===== src/rtl/key_loader.sv =====
// key_loader: collects a 128-bit AES key as 32-bit words and launches key_creation.
// Latency: startTransition one cycle after the last word; keysReady KEY_GEN_CYCLES later.
// Backpressure: wordReady is registered and is high only while collecting; words offered while it is low are dropped.
module key_loader #(
  parameter int KEY_WIDTH      = 128,
  parameter int WORD_WIDTH     = 32,
  parameter int KEY_GEN_CYCLES = 22
) (
  input  logic                  clock,
  input  logic                  reset,
  input  logic [WORD_WIDTH-1:0] wordIn,
  input  logic                  wordValid,
  output logic                  wordReady,
  output logic [KEY_WIDTH-1:0]  roundKeyInput,
  output logic                  startTransition,
  output logic                  busy,
  output logic                  keysReady
);

  localparam int NWORDS = KEY_WIDTH / WORD_WIDTH;
  localparam int WCW    = (NWORDS > 1) ? $clog2(NWORDS) : 1;
  localparam int CW     = $clog2(KEY_GEN_CYCLES + 1);

  localparam logic [WCW-1:0] LAST_WORD = WCW'(NWORDS - 1);
  localparam logic [CW-1:0]  GEN_LAST  = CW'(KEY_GEN_CYCLES - 1);

  typedef enum logic [1:0] {
    S_FLUSH   = 2'd0,
    S_COLLECT = 2'd1,
    S_START   = 2'd2,
    S_WAIT    = 2'd3
  } state_t;

  state_t                state_q;
  logic [WCW-1:0]        word_cnt_q;
  logic [CW-1:0]         wait_cnt_q;
  logic                  word_ready_q;
  logic [KEY_WIDTH-1:0]  key_q;
  logic [KEY_WIDTH-1:0]  key_d;
  logic                  start_q;
  logic                  busy_q;
  logic                  keys_ready_q;
  logic                  accept;

  // A word moves only when the registered ready is up, which happens only in COLLECT.
  assign accept = word_ready_q & wordValid;

  // New words enter at the LSB so the first word ends up in the top bits.
  assign key_d = {key_q[KEY_WIDTH-WORD_WIDTH-1:0], wordIn};

  // Control FSM with all outputs registered.
  // FLUSH waits out a key_creation run that may have been in flight before reset,
  // since key_creation itself has no reset.
  always_ff @(posedge clock or posedge reset) begin
    if (reset) begin
      state_q      <= S_FLUSH;
      word_cnt_q   <= '0;
      wait_cnt_q   <= '0;
      word_ready_q <= 1'b0;
      key_q        <= '0;
      start_q      <= 1'b0;
      busy_q       <= 1'b0;
      keys_ready_q <= 1'b0;
    end else begin
      start_q <= 1'b0;
      case (state_q)
        S_FLUSH: begin
          if (wait_cnt_q == GEN_LAST) begin
            wait_cnt_q   <= '0;
            word_ready_q <= 1'b1;
            state_q      <= S_COLLECT;
          end else begin
            wait_cnt_q <= wait_cnt_q + CW'(1);
          end
        end
        S_COLLECT: begin
          if (accept) begin
            key_q <= key_d;
            // First word of a new key: key_creation outputs are about to be overwritten.
            if (word_cnt_q == '0) begin
              busy_q       <= 1'b1;
              keys_ready_q <= 1'b0;
            end
            if (word_cnt_q == LAST_WORD) begin
              word_cnt_q   <= '0;
              word_ready_q <= 1'b0;
              start_q      <= 1'b1;
              state_q      <= S_START;
            end else begin
              word_cnt_q <= word_cnt_q + WCW'(1);
            end
          end
        end
        S_START: begin
          wait_cnt_q <= GEN_LAST;
          state_q    <= S_WAIT;
        end
        S_WAIT: begin
          if (wait_cnt_q == '0) begin
            keys_ready_q <= 1'b1;
            busy_q       <= 1'b0;
            word_ready_q <= 1'b1;
            state_q      <= S_COLLECT;
          end else begin
            wait_cnt_q <= wait_cnt_q - CW'(1);
          end
        end
        default: begin
          state_q      <= S_FLUSH;
          word_cnt_q   <= '0;
          wait_cnt_q   <= '0;
          word_ready_q <= 1'b0;
          busy_q       <= 1'b0;
          keys_ready_q <= 1'b0;
        end
      endcase
    end
  end

  assign wordReady       = word_ready_q;
  assign roundKeyInput   = key_q;
  assign startTransition = start_q;
  assign busy            = busy_q;
  assign keysReady       = keys_ready_q;

endmodule

===== config.mk =====
export PLATFORM = sky130hd
export DESIGN_NAME = key_loader
export DESIGN_NICKNAME = d
export VERILOG_FILES = /design/src/rtl/key_loader.sv
export SDC_FILE = /design/constraint.sdc
export NUM_CORES = 1
export LEC_CHECK = 0
export ABC_CLOCK_PERIOD_IN_PS = 13100
export CORE_MARGIN = 3
export CORE_UTILIZATION = 45
export DETAILED_ROUTE_END_ITERATION = 7
export DONT_BUFFER_PORTS = 1
export SLEW_MARGIN = 20
export SYNTH_ARGS = -nofsm -noshare
export SYNTH_HDL_FRONTEND = slang
export SYNTH_SLANG_ARGS = --single-unit

===== constraint.sdc =====
create_clock -name clock -period 13.1 [get_ports clock]
set_clock_uncertainty 0.2 [all_clocks]
set_input_delay 2.62 -clock clock [delete_from_list [all_inputs] [get_ports clock]]
set_output_delay 2.62 -clock clock [all_outputs]
set_load 0.02 [all_outputs]

==> results.json, run 1 <==
{
  "status": "completed",
  "setup_viol": 0,
  "io-pin-count": 167,
  "layout-drive-gt1-share": 0.422,
  "tightest_slew_ns": 0.990,
  "worstHoldStart": "word_cnt_q[1]",
  "antenna_found_initial": 0,
  "start_kind": "input port",
  "clockBufferDepth": 2,
  "worstRegToRegCells": 5,
  "clkSinkCount": 141,
  "post-route-period-util": 0.337,
  "synth_area_leader_cell": "dfrtp_1",
  "clk_latency_ns": 0.41,
  "synth_cell_type_count": 34,
  "start_util": 0.463,
  "avgSynthCellArea_um2": 15.1,
  "cts-root-buf": "clkbuf_16",
  "synthCells": 370,
  "core_mm2": 0.0121,
  "whs_path_depth": 1,
  "worstSetupEndpointType": "flip-flop",
  "grt_pass1_wl_mm": 16.2,
  "cts_hold_buf": 0,
  "synth_area_mm2": 0.00559,
  "grt_usage": 0.149,
  "diodes": 0,
  "fin_util": 0.524,
  "routed_wl_mm": 10.0,
  "ys_seq_area_frac": 0.631,
  "numCtsBuffers": 17,
  "cts_tree": "built",
  "grt-ovfl-total": 0,
  "fp-row-count": 40,
  "drc": 0,
  "p_leak_nw": 2.80,
  "dr.first_iter.drc_count": 112,
  "ys_ff_latch": 141,
  "die_y_um": 117,
  "fin_tns_setup_ns": 0,
  "multiInputGateArea_mm2": 0.00195,
  "hold_viol": 0,
  "post-dp-hpwl_mm": 6.57,
  "required_ns": 13.19,
  "num-nets-final": 417,
  "yosysWarnings": 0,
  "drv_cap": 0,
  "max_freq_mhz": 227,
  "hold-path-endpoint": "word_cnt_q[1]",
  "cts_setup_buffers": 0,
  "power_density_mw_per_mm2": 318,
  "arrival_ns": 4.50,
  "ctsResizeCount": 0,
  "r2r_slack_ns": 10.17,
  "crit_path_start": "wordValid",
  "clkTransAtPathRegs_ns": 0.05,
  "r2r_start": "state_q[1]",
  "seq_area_mm2": 0.00353,
  "critical_path_class": "input port to flip-flop",
  "grt_pass1_vias": 2980,
  "synth.area.top_cells": "dfrtp_1 63%, mux2_2 26%, ha_1 2.2%",
  "syn2layout_area_growth_pct": 13.1,
  "relSlewSlack": 0.340,
  "vias": 2964,
  "place_congestion": 0.743,
  "synth.net_count": 415,
  "grt_max_degree": 83,
  "first_pass_iters": 4,
  "rsz0062_at_grt": "false",
  "h-tree-depth": 4,
  "port-buffer-count": 0,
  "period_minus_slack_ns": 4.41,
  "ir_drop_mv": 0.182,
  "hold_path.class": "flip-flop to flip-flop",
  "dieArea_mm2": 0.0138,
  "regToRegEndpoint": "roundKeyInput[125]",
  "die_x_um": 117,
  "postRouteAntennaNets": 0,
  "finalMaxSlewViolations": 0,
  "via_per_inst": 5.37,
  "path_max_fanout": 82,
  "synth_top_area_share": 0.631,
  "wire_per_inst_um": 18.2,
  "fillCellCount": 1021
}
metrics by stage:
stage          hold WS [ns]  instances  instance area (µm²)  worst slack, ns  power (W)
2_1_floorplan         0.301        370                 5590             6.50    0.00144
3_5_place_dp          0.337        521                 5750             8.26    0.00157
6_report              0.349        552                 6320             8.69    0.00201
4_1_cts               0.350        552                 6320             8.70    0.00204
5_1_grt               0.377        552                 6320             8.60    0.00213
3_3_place_gp          0.316        521                 5750             8.30    0.00155
flip-flops by register name, summed over array words and instances, names as in the netlist:
name	count
busy	1
keysReady	1
roundKeyInput	128
startTransition	1
state_q	2
wait_cnt_q	5
wordReady	1
word_cnt_q	2
logic make-up after synthesis:
| family | Yosys count | share of synthesized area |
|---|---|---|
| adders and majority gates | 10 | 0.0224 |
| and+or+nand+nor | 34 | 0.0329 |
| buffers and inverters | 30 | 0.0215 |
| muxes | 132 | 0.265 |
| DFF | 141 | 0.631 |
| AOI/OAI and AO/OA | 23 | 0.0269 |
Yosys cell counts (all sizes together):
cell and instances:
a2111oi 1, a211oi 2, a21o 1, a21oi 7, a222oi 1, a22o 1, a31oi 2, a41oi 1
and2 1, and4b 1, buf 6, clkbuf 13, dfrtp 141, ha 10, inv 11, mux2 129
mux2i 3, nand2 6, nand2b 1, nand3 5, nand4 2, nand4b 1, nor2 9, nor2b 1
nor3 3, nor3b 1, nor4 1, nor4b 1, o21ai 4, o21bai 1, o22a 1, o22ai 1
or4b 1
power breakdown:
part / total [W] / switching [W] / internal, W
Clock: 0.000460 / 0.000167 / 0.000294
Sequential: 0.00111 / 0.000456 / 0.000655
Combinational: 0.000443 / 0.000174 / 0.000269
Total: 0.00201 / 0.000796 / 0.00122
placed cells by master (no fill, tap or decap), drive strengths merged, types with 2 or more instances in the layout:
master,n
bufinv,2
clkbuf,25
o21ai,4
mux2i,3
nor3,3
a211oi,2
buf,2
a21oi,7
ha,10
mux2,129
nand4,2
a31oi,2
clkinvlp,2
clkinv,2
nor2,9
inv,11
nand2,6
nand3,5
dfrtp,141
routing by layer:
| metal | vias up | share of wire | GRT usage |
|---|---|---|---|
| met2 | 111 | 0.47 | 0.223 |
| met4 | 0 | 0.023 | 0.0718 |
| li1 | 1322 | - | - |
| met3 | 18 | 0.088 | 0.0769 |
| met1 | 1513 | 0.41 | 0.179 |
| met5 | - | 0 | 0 |
critical path, cell delays in order:
cell	delay, ns
nand3_4	0.49
buf_4	0.88
mux2_2	0.42
worst max-delay path by stage:
stage	to	slack (ns)	cells past startpoint
after floorplan	busy	6.50	1
after global placement	roundKeyInput[26]	8.30	3
after detailed placement	roundKeyInput[22]	8.26	3
after CTS	roundKeyInput[22]	8.70	3
after global routing	roundKeyInput[119]	8.60	3
final	roundKeyInput[125]	8.69	3
final cells by class:
class / count / area share
clock inverter: 6 / 0.0135
multi-input combinational: 199 / 0.309
timing repair buffer: 2 / 0.00237
tap: 168 / 0.0332
sequential: 141 / 0.558
clock buffer: 25 / 0.0768
inverter: 11 / 0.00732
No activity file was read; power rests on OpenSTA's default activity.
==> run 2, diff against run 1 <==
--- a/config.mk
+++ b/config.mk
@@ -5,7 +5,7 @@
 export SDC_FILE = /design/constraint.sdc
 export NUM_CORES = 1
 export LEC_CHECK = 0
-export ABC_CLOCK_PERIOD_IN_PS = 13100
+export ABC_CLOCK_PERIOD_IN_PS = 3700
 export CORE_MARGIN = 3
 export CORE_UTILIZATION = 45
 export DETAILED_ROUTE_END_ITERATION = 7
==> constraint.sdc (replaced) <==
create_clock -name clock -period 3.7 [get_ports clock]
set_clock_uncertainty 0.2 [all_clocks]
set_input_delay 0.74 -clock clock [delete_from_list [all_inputs] [get_ports clock]]
set_output_delay 0.74 -clock clock [all_outputs]
set_load 0.02 [all_outputs]
==> run 2 against run 1 <==
First-iteration DRC count is 27% lower. Die area stayed put. Non-clock buffer count increased by 2. Worst hold slack worse by 0.22 ns. Register-to-register slack worse by 9.0 ns. Via count fell by 1.0%. Final area is 1.0% higher. Clock-buffer cell count decreased by 7. Clock power grew to 3.6 times the previous value. Core utilization grew 0.54 points.
==> results.json, run 2 (synthesis results as in run 1) <==
{
  "clkSinkCount": 141,
  "clkTransAtPathRegs_ns": 0.06,
  "clockPowerShare": 0.231,
  "post-dp-hpwl_mm": 6.83,
  "max_stage_delay_ns": 0.55,
  "rsz0062_at_grt": "false",
  "post-route-period-util": 0.690,
  "critical_path_class": "flip-flop to flip-flop",
  "cts_hold_buf": 0,
  "die_x_um": 117,
  "dieArea_mm2": 0.0138,
  "p_comb_frac": 0.222,
  "status": "completed",
  "antenna_found_initial": 0,
  "switching_share": 0.403,
  "fin_tns_setup_ns": 0,
  "grt_usage": 0.155,
  "diodes": 0,
  "dr.first_iter.drc_count": 82,
  "final-instance-count-excl-fill": 555,
  "final_common_cell": "dfrtp_1",
  "port-buffer-count": 0,
  "arrival_ns": 2.65,
  "fp-row-count": 40,
  "cts_tree": "built",
  "via_per_inst": 5.28,
  "net-switching-power_w": 0.00289,
  "required_ns": 3.79,
  "tightest_slew_ns": 0.793,
  "first_pass_iters": 4,
  "design_area_mm2": 0.00639,
  "regToRegEndpoint": "roundKeyInput[62]",
  "finalMaxSlewViolations": 0,
  "io-pin-count": 167,
  "core_mm2": 0.0121,
  "place_congestion": 0.729,
  "p_leak_nw": 2.82,
  "largest_register_ff_count": 128,
  "place_area_mm2": 0.00581,
  "routed_wl_mm": 10.1,
  "ir_drop_mv": 0.568,
  "p_int_w": 0.00429,
  "vias": 2933,
  "dp.cells": 523,
  "p_seq_frac": 0.548,
  "setup_viol": 0,
  "cts-root-buf": "clkbuf_16",
  "hold_viol": 0,
  "mostFrequentLayoutCells": "141 x dfrtp_1, 129 x mux2_2, 17 x clkbuf_16",
  "period_minus_slack_ns": 2.55,
  "power_density_mw_per_mm2": 1120,
  "clk_latency_ns": 0.41,
  "layout-drive-gt1-share": 0.439,
  "wire_per_inst_um": 18.2,
  "max_freq_mhz": 392,
  "hold_path.class": "input port to async pin",
  "grt_pass1_vias": 3101,
  "relSlewSlack": 0.470,
  "worstPathCellList": "inv_1, ha_1, nand3_4, buf_4, mux2_2",
  "numCtsBuffers": 17,
  "clockBufferDepth": 2,
  "drv_cap": 0,
  "h-tree-depth": 4,
  "path_max_fanout": 50,
  "crit_slowest_cell": "nand3_4",
  "die_y_um": 117,
  "worstSetupEndpointType": "flip-flop",
  "grt_pass1_wl_mm": 16.9,
  "cts_setup_buffers": 0,
  "ctsResizeCount": 0,
  "r2r_start": "state_q[1]",
  "drc": 0,
  "grt-ovfl-total": 0,
  "power_w": 0.00718,
  "start_kind": "flip-flop",
  "postRouteAntennaNets": 0,
  "start_util": 0.463,
  "r2r_slack_ns": 1.15,
  "syn2layout_area_growth_pct": 14.3,
  "num-nets-final": 419,
  "grt_max_degree": 57,
  "worstRegToRegCells": 5
}
## run 2: critical path: cells and delay by family, from the launching register on
kind	cells	cell delay (ns)
flip-flops	1	0.40
multiplexers	1	0.32
adder cells (fa/ha/maj)	1	0.30
buffers and inverters	2	0.62
AND/OR/NAND/NOR	1	0.55
## run 2: layer usage
metal,GRT usage,vias up,share of wire
li1,-,1324,-
met1,0.183,1477,0.39
met2,0.239,117,0.50
met3,0.0793,15,0.10
met4,0.0689,0,0.018
met5,0,-,0
## run 2: metrics by stage
| stage | hold slack (ns) | setup WS (ns) | util |
|---|---|---|---|
| 6_report | 0.132 | 1.15 | 0.530 |
| 5_1_grt | 0.159 | 0.921 | 0.530 |
| 4_1_cts | 0.136 | 1.10 | 0.530 |
| 3_5_place_dp | 0.330 | 1.11 | 0.481 |
| 3_3_place_gp | 0.315 | 1.21 | 0.481 |
| 2_1_floorplan | 0.301 | 0.997 | - |
## run 2: how the worst max path moves through the flow
stage	from	to	slack (ns)	cells after the start
2_1_floorplan	reset	busy	1.0	1
3_3_place_gp	wait_cnt_q[0]	wordReady	1.21	6
3_5_place_dp	state_q[1]	roundKeyInput[23]	1.11	5
4_1_cts	state_q[1]	roundKeyInput[23]	1.10	5
5_1_grt	state_q[1]	roundKeyInput[89]	0.92	5
6_report	state_q[1]	roundKeyInput[62]	1.15	5
## run 2: layout make-up
class                           count  area, µm²
Clock inverter                     14        145
Tap cell                          168        210
Inverter                           11       45.0
Clock buffer                       18        439
Fill cell                        1005       5670
Timing Repair Buffer                4       67.6
Sequential cell                   141       3530
Multi-Input combinational cell    199       1950
## run 2: power by group through the flow
stage               clock, W  combinational, W  sequential, W
floorplan                  0           0.00143        0.00369
global placement           0           0.00153        0.00397
detailed placement         0           0.00161        0.00399
CTS                  0.00170           0.00162        0.00397
global route         0.00177           0.00180        0.00407
finish               0.00166           0.00159        0.00394
==> RTL edit 1 (flow settings as in run 2) <==
`KEY_GEN_CYCLES`: 22 -> 44.
--- a/src/rtl/key_loader.sv
+++ b/src/rtl/key_loader.sv
@@ -6,3 +6,3 @@
   parameter int WORD_WIDTH     = 32,
-  parameter int KEY_GEN_CYCLES = 22
+  parameter int KEY_GEN_CYCLES = 44
 ) (
Check against the original RTL: no difference found for any inputs over 10 cycles, from zero or initial values and one cycle with reset high; that may be too few to reach the edited logic, so the function may still have changed.
==> RTL edit 1 against run 2 <==
  * Die area rose by 2.3%
  * Combinational power rose by 7%
  * Largest power group unchanged
  * Count of clock-buffer cells in the layout did not move
  * Sequential power rose by 1%
  * Sequential cell count rose by 1
  * Utilization rose by 0.46 points
  * Setup slack improved by 0.13 ns
  * Wire length rose by 4.9%
  * Sequential share of layout area fell by 0.76 points
  * Cell area rose by 2.1%
  * Synthesized area rose by 2.4%
  * Total power rose by 4.1%
==> RTL edit 1: results (changes against run 2) <==
Power and ir drop
  – P_leak: 2.90 nW (was 2.82 nW)
  – VDD IR-drop max: 0.512 mV (was 0.568 mV)

Drt
  – Initial DRC count: 100 (was 82)
  – DR vias: 3,065 (was 2,933)
  – Total wire length: 10,600 µm (was 10,100 µm)
  – DR WL/cell: 18.8 µm (was 18.2 µm)

GRT
  – First-pass GRT wire length: 17,200 µm (was 16,900 µm)
  – GRT Total Usage: 15.5% (about the same)
  – Number of global-route vias before repair: 3,150 (was 3,101)
  – Largest net degree at the start of global routing: 83 (was 57)

Worst setup path
  – CP max FO: 82 (was 50)
  – CP max-delay cell: buf_4 (was nand3_4)
  – Worst R2R End: roundKeyInput[109] (was roundKeyInput[62])
  – CP arrival: 2.52 ns (was 2.65 ns)

Yosys
  – Synth area leaders: dfrtp_1 62%, mux2_2 25%, ha_1 2.2% (was dfrtp_1 63%, mux2_2 26%, ha_1 2.2%)
  – Commonest cells post-synth: 142 x dfrtp_1, 129 x mux2_2, 16 x buf_2 (was 141 x dfrtp_1, 129 x mux2_2, 13 x clkbuf_1)
  – Syn Nets: 424 (was 415)

Timing
  – Worst setup margin: 1.27 ns (was 1.15 ns)
  – Slew margin rel.: 32.4% (was 47.0%)

Status
  – Status: completed (unchanged)

Final layout
  – Nets: 428 (was 419)
  – Filler cell count in the final layout: 1,041 (was 1,005)

Place
  – Placement Setup Slack: 1.25 ns (was 1.11 ns)
  – Placed cell area: 0.00590 mm² (was 0.00581 mm²)
  – Placed wire-length estimate: 7310 µm (was 6830 µm)
  – Cell Count Post-Placement: 532 (was 523)
## RTL edit 1: changes by cell type after synthesis, moves of 4 or more
cell,delta
clkbuf_1,-12
buf_2,+16
buf_1,-4
a21oi_1,-6
o21ai_0,+5
## RTL edit 1: kinds of logic (layout without fill, tap and decap cells)
kind of cell	after synthesis	after routing	synth area share, %
flip-flops	142	142	62.0
multiplexers	133	133	26.2
AO/OA/AOI/OAI	34	34	4.19
buffers and inverters	30	47	2.45
AND/OR/NAND/NOR	28	28	2.67
adder cells (fa/ha/maj)	10	10	2.18
XOR/XNOR	2	2	0.306
## RTL edit 1: where the power goes
part / switching (W) / internal (W)
clock: 0.000637 / 0.00114
sequential: 0.00165 / 0.00234
combinational: 0.000697 / 0.00101
total: 0.00298 / 0.00449
## RTL edit 1: worst max path at each step
stage / to
6_report: roundKeyInput[109]
5_1_grt: roundKeyInput[109]
4_1_cts: roundKeyInput[31]
3_5_place_dp: roundKeyInput[31]
3_3_place_gp: roundKeyInput[51]
2_1_floorplan: busy
## RTL edit 1: per-layer routing
metal,wire length [µm],track usage (%)
met3,1120,8.45
met1,4210,18.3
met2,5110,23.6
met5,0,0
met4,168,6.59
## RTL edit 1: final cells by class
cell class | count | area, µm² | area share, %
sequential | 142 | 3550 | 54.5
multi-input combinational | 207 | 2050 | 31.4
clock buffer | 18 | 439 | 6.73
tap | 168 | 210 | 3.22
clock inverter | 14 | 189 | 2.90
inverter | 11 | 45.0 | 0.690
timing repair buffer | 4 | 42.5 | 0.652
## RTL edit 1: worst register-to-register path, stage by stage, from the launching register on
cell and delay (ns):
dfrtp_1 0.39, inv_1 0.09, ha_1 0.29, nand3_4 0.10
buf_4 0.73, mux2_2 0.52
==> RTL edit 2 (settings of run 2) <==
Without the edit above. The 4 states of `state_t` get a one-hot encoding in 4 bits.
--- a/src/rtl/key_loader.sv
+++ b/src/rtl/key_loader.sv
@@ -26,7 +26,7 @@
 
-  typedef enum logic [1:0] {
-    S_FLUSH   = 2'd0,
-    S_COLLECT = 2'd1,
-    S_START   = 2'd2,
-    S_WAIT    = 2'd3
+  typedef enum logic [3:0] {
+    S_FLUSH   = 4'b0001,
+    S_COLLECT = 4'b0010,
+    S_START   = 4'b0100,
+    S_WAIT    = 4'b1000
   } state_t;
Check against the original RTL: no difference found for any inputs over 10 cycles, from zero or initial values and one cycle with reset high; not proved beyond that.
==> RTL edit 2 against run 2 <==
  * Cell count increased by 1.3%
  * Wire length increased by 3.7%
  * Synthesized area increased by 3.8%
  * Critical path depth decreased by 1
  * Sequential share of layout area decreased by 0.62 points
  * Largest power group unchanged
  * Total power decreased by 12%
  * Setup slack got worse by 0.012 ns
  * Sequential cell count increased by 2
  * Non-clock buffer count unchanged
  * Cell area increased by 2.6%
  * Synthesized cell count increased by 2.2%
  * Hold slack improved by 0.0031 ns
  * Fmax decreased by 0.46%
==> RTL edit 2: results (changes against run 2) <==
Power and ir drop
  – P_leak: 2.94 nW (was 2.82 nW)
  – Switching Share: 38.5% (was 40.3%)

Status
  – Status: completed (unchanged)

Place
  – Placed cell area: 0.00595 mm² (was 0.00581 mm²)
  – Placer Congestion: 0.895 (was 0.729)
  – Placed wire-length estimate: 7090 µm (was 6830 µm)
  – Placement Setup Slack: 1.18 ns (was 1.11 ns)

GRT
  – Initial antenna violation count: 1 (was 0)
  – Number of global-route vias before repair: 3,083 (was 3,101)
  – Largest net degree at the start of global routing: 81 (was 57)
  – First-pass GRT wire length: 17,100 µm (was 16,900 µm)

Worst setup path
  – CP max FO: 80 (was 50)
  – R2R depth: 4 (was 5)
  – CP max-delay cell: dfrtp_1 (was nand3_4)
  – Worst R2R End: roundKeyInput[70] (was roundKeyInput[62])
  – Critical path's largest stage delay: 0.61 ns (was 0.55 ns)

Drt
  – Initial DRT Pass Iterations: 4 (unchanged)
  – DR vias: 3,025 (was 2,933)
  – Initial DRC count: 109 (was 82)
  – DR WL/cell: 18.7 µm (was 18.2 µm)

Yosys
  – Commonest cells post-synth: 142 x dfrtp_1, 76 x mux2_1, 54 x mux2_2 (was 141 x dfrtp_1, 129 x mux2_2, 13 x clkbuf_1)
  – Distinct cells, synth: 46 (was 34)
  – Share of flip-flops with an asynchronous set or reset: 100% (unchanged)
  – Synth area leaders: dfrtp_1 61%, mux2_1 15%, mux2_2 10% (was dfrtp_1 63%, mux2_2 26%, ha_1 2.2%)

CTS
  – Worst-Skew Late Latency: 0.41 ns (about the same)

Final layout
  – Nets: 422 (was 419)
  – Share of layout cells above drive strength 1: 24.4% (was 43.9%)
  – Filler cell count in the final layout: 1,037 (was 1,005)

Timing
  – Worst Max-Slew Pin Slew: 0.778 ns (was 0.793 ns)
==> RTL edit 2: worst max path at each step <==
stage                             end  startpoint  slack, ns
floorplan                        busy       reset       0.97
global placement    roundKeyInput[98]  state_q[1]       1.30
detailed placement  roundKeyInput[70]  state_q[1]       1.18
CTS                 roundKeyInput[70]  state_q[1]       1.14
global route        roundKeyInput[70]  state_q[1]       0.99
finish              roundKeyInput[70]  state_q[1]       1.14
==> RTL edit 2: kinds of logic (layout without fill, tap and decap cells) <==
group	count (synthesis)	after routing	share of synthesized area, %
xor+xnor	4	4	0.604
other cells	0	1	0
compound gates	30	30	3.71
buf+inv	29	44	3.21
fa+ha+maj	6	6	1.29
simple gates	34	34	3.88
mux	132	132	25.6
flops	143	143	61.7
==> RTL edit 2: power groups by stage <==
stage	combinational [W]	clock, W	sequential (W)
after detailed placement	0.000917	0	0.00373
after global routing	0.00103	0.00184	0.00379
after global placement	0.000879	0	0.00371
after CTS	0.000924	0.00177	0.00370
final	0.000907	0.00173	0.00367
after floorplan	0.000824	0	0.00345
==> RTL edit 2: metrics by stage <==
| step | std cells | hold WS, ns |
|---|---|---|
| after floorplan | 378 | 0.291 |
| after global placement | 530 | 0.312 |
| after global routing | 562 | 0.182 |
| after CTS | 561 | 0.144 |
| final | 562 | 0.135 |
| after detailed placement | 530 | 0.335 |
==> RTL edit 2: final cells by class <==
type / instances / area, µm² / share of cell area [%]
flip-flops and latches: 143 / 3580 / 54.6
clock buffers: 21 / 470 / 7.18
well taps: 168 / 210 / 3.21
multi-input cells: 206 / 2040 / 31.1
diodes: 1 / 2.50 / 0.0382
repair buffers: 4 / 80.1 / 1.22
inverters: 9 / 37.5 / 0.573
clock inverters: 10 / 136 / 2.08
==> RTL edit 2: critical path: cells and delay by family, from the launching register on <==
family	cells	cell delay, ns
AND/OR/NAND/NOR	2	0.85
flip-flops	1	0.61
buffers and inverters	1	0.34
multiplexers	1	0.38
==> RTL edit 2: metal layers <==
metal  vias up  GRT usage [%]  wire length [µm]
met4         0           7.87               207
met1      1533           18.5              4360
met5         -              0                 0
met2       118           22.5              4960
li1       1358              -                 -
met3        16           7.82               970
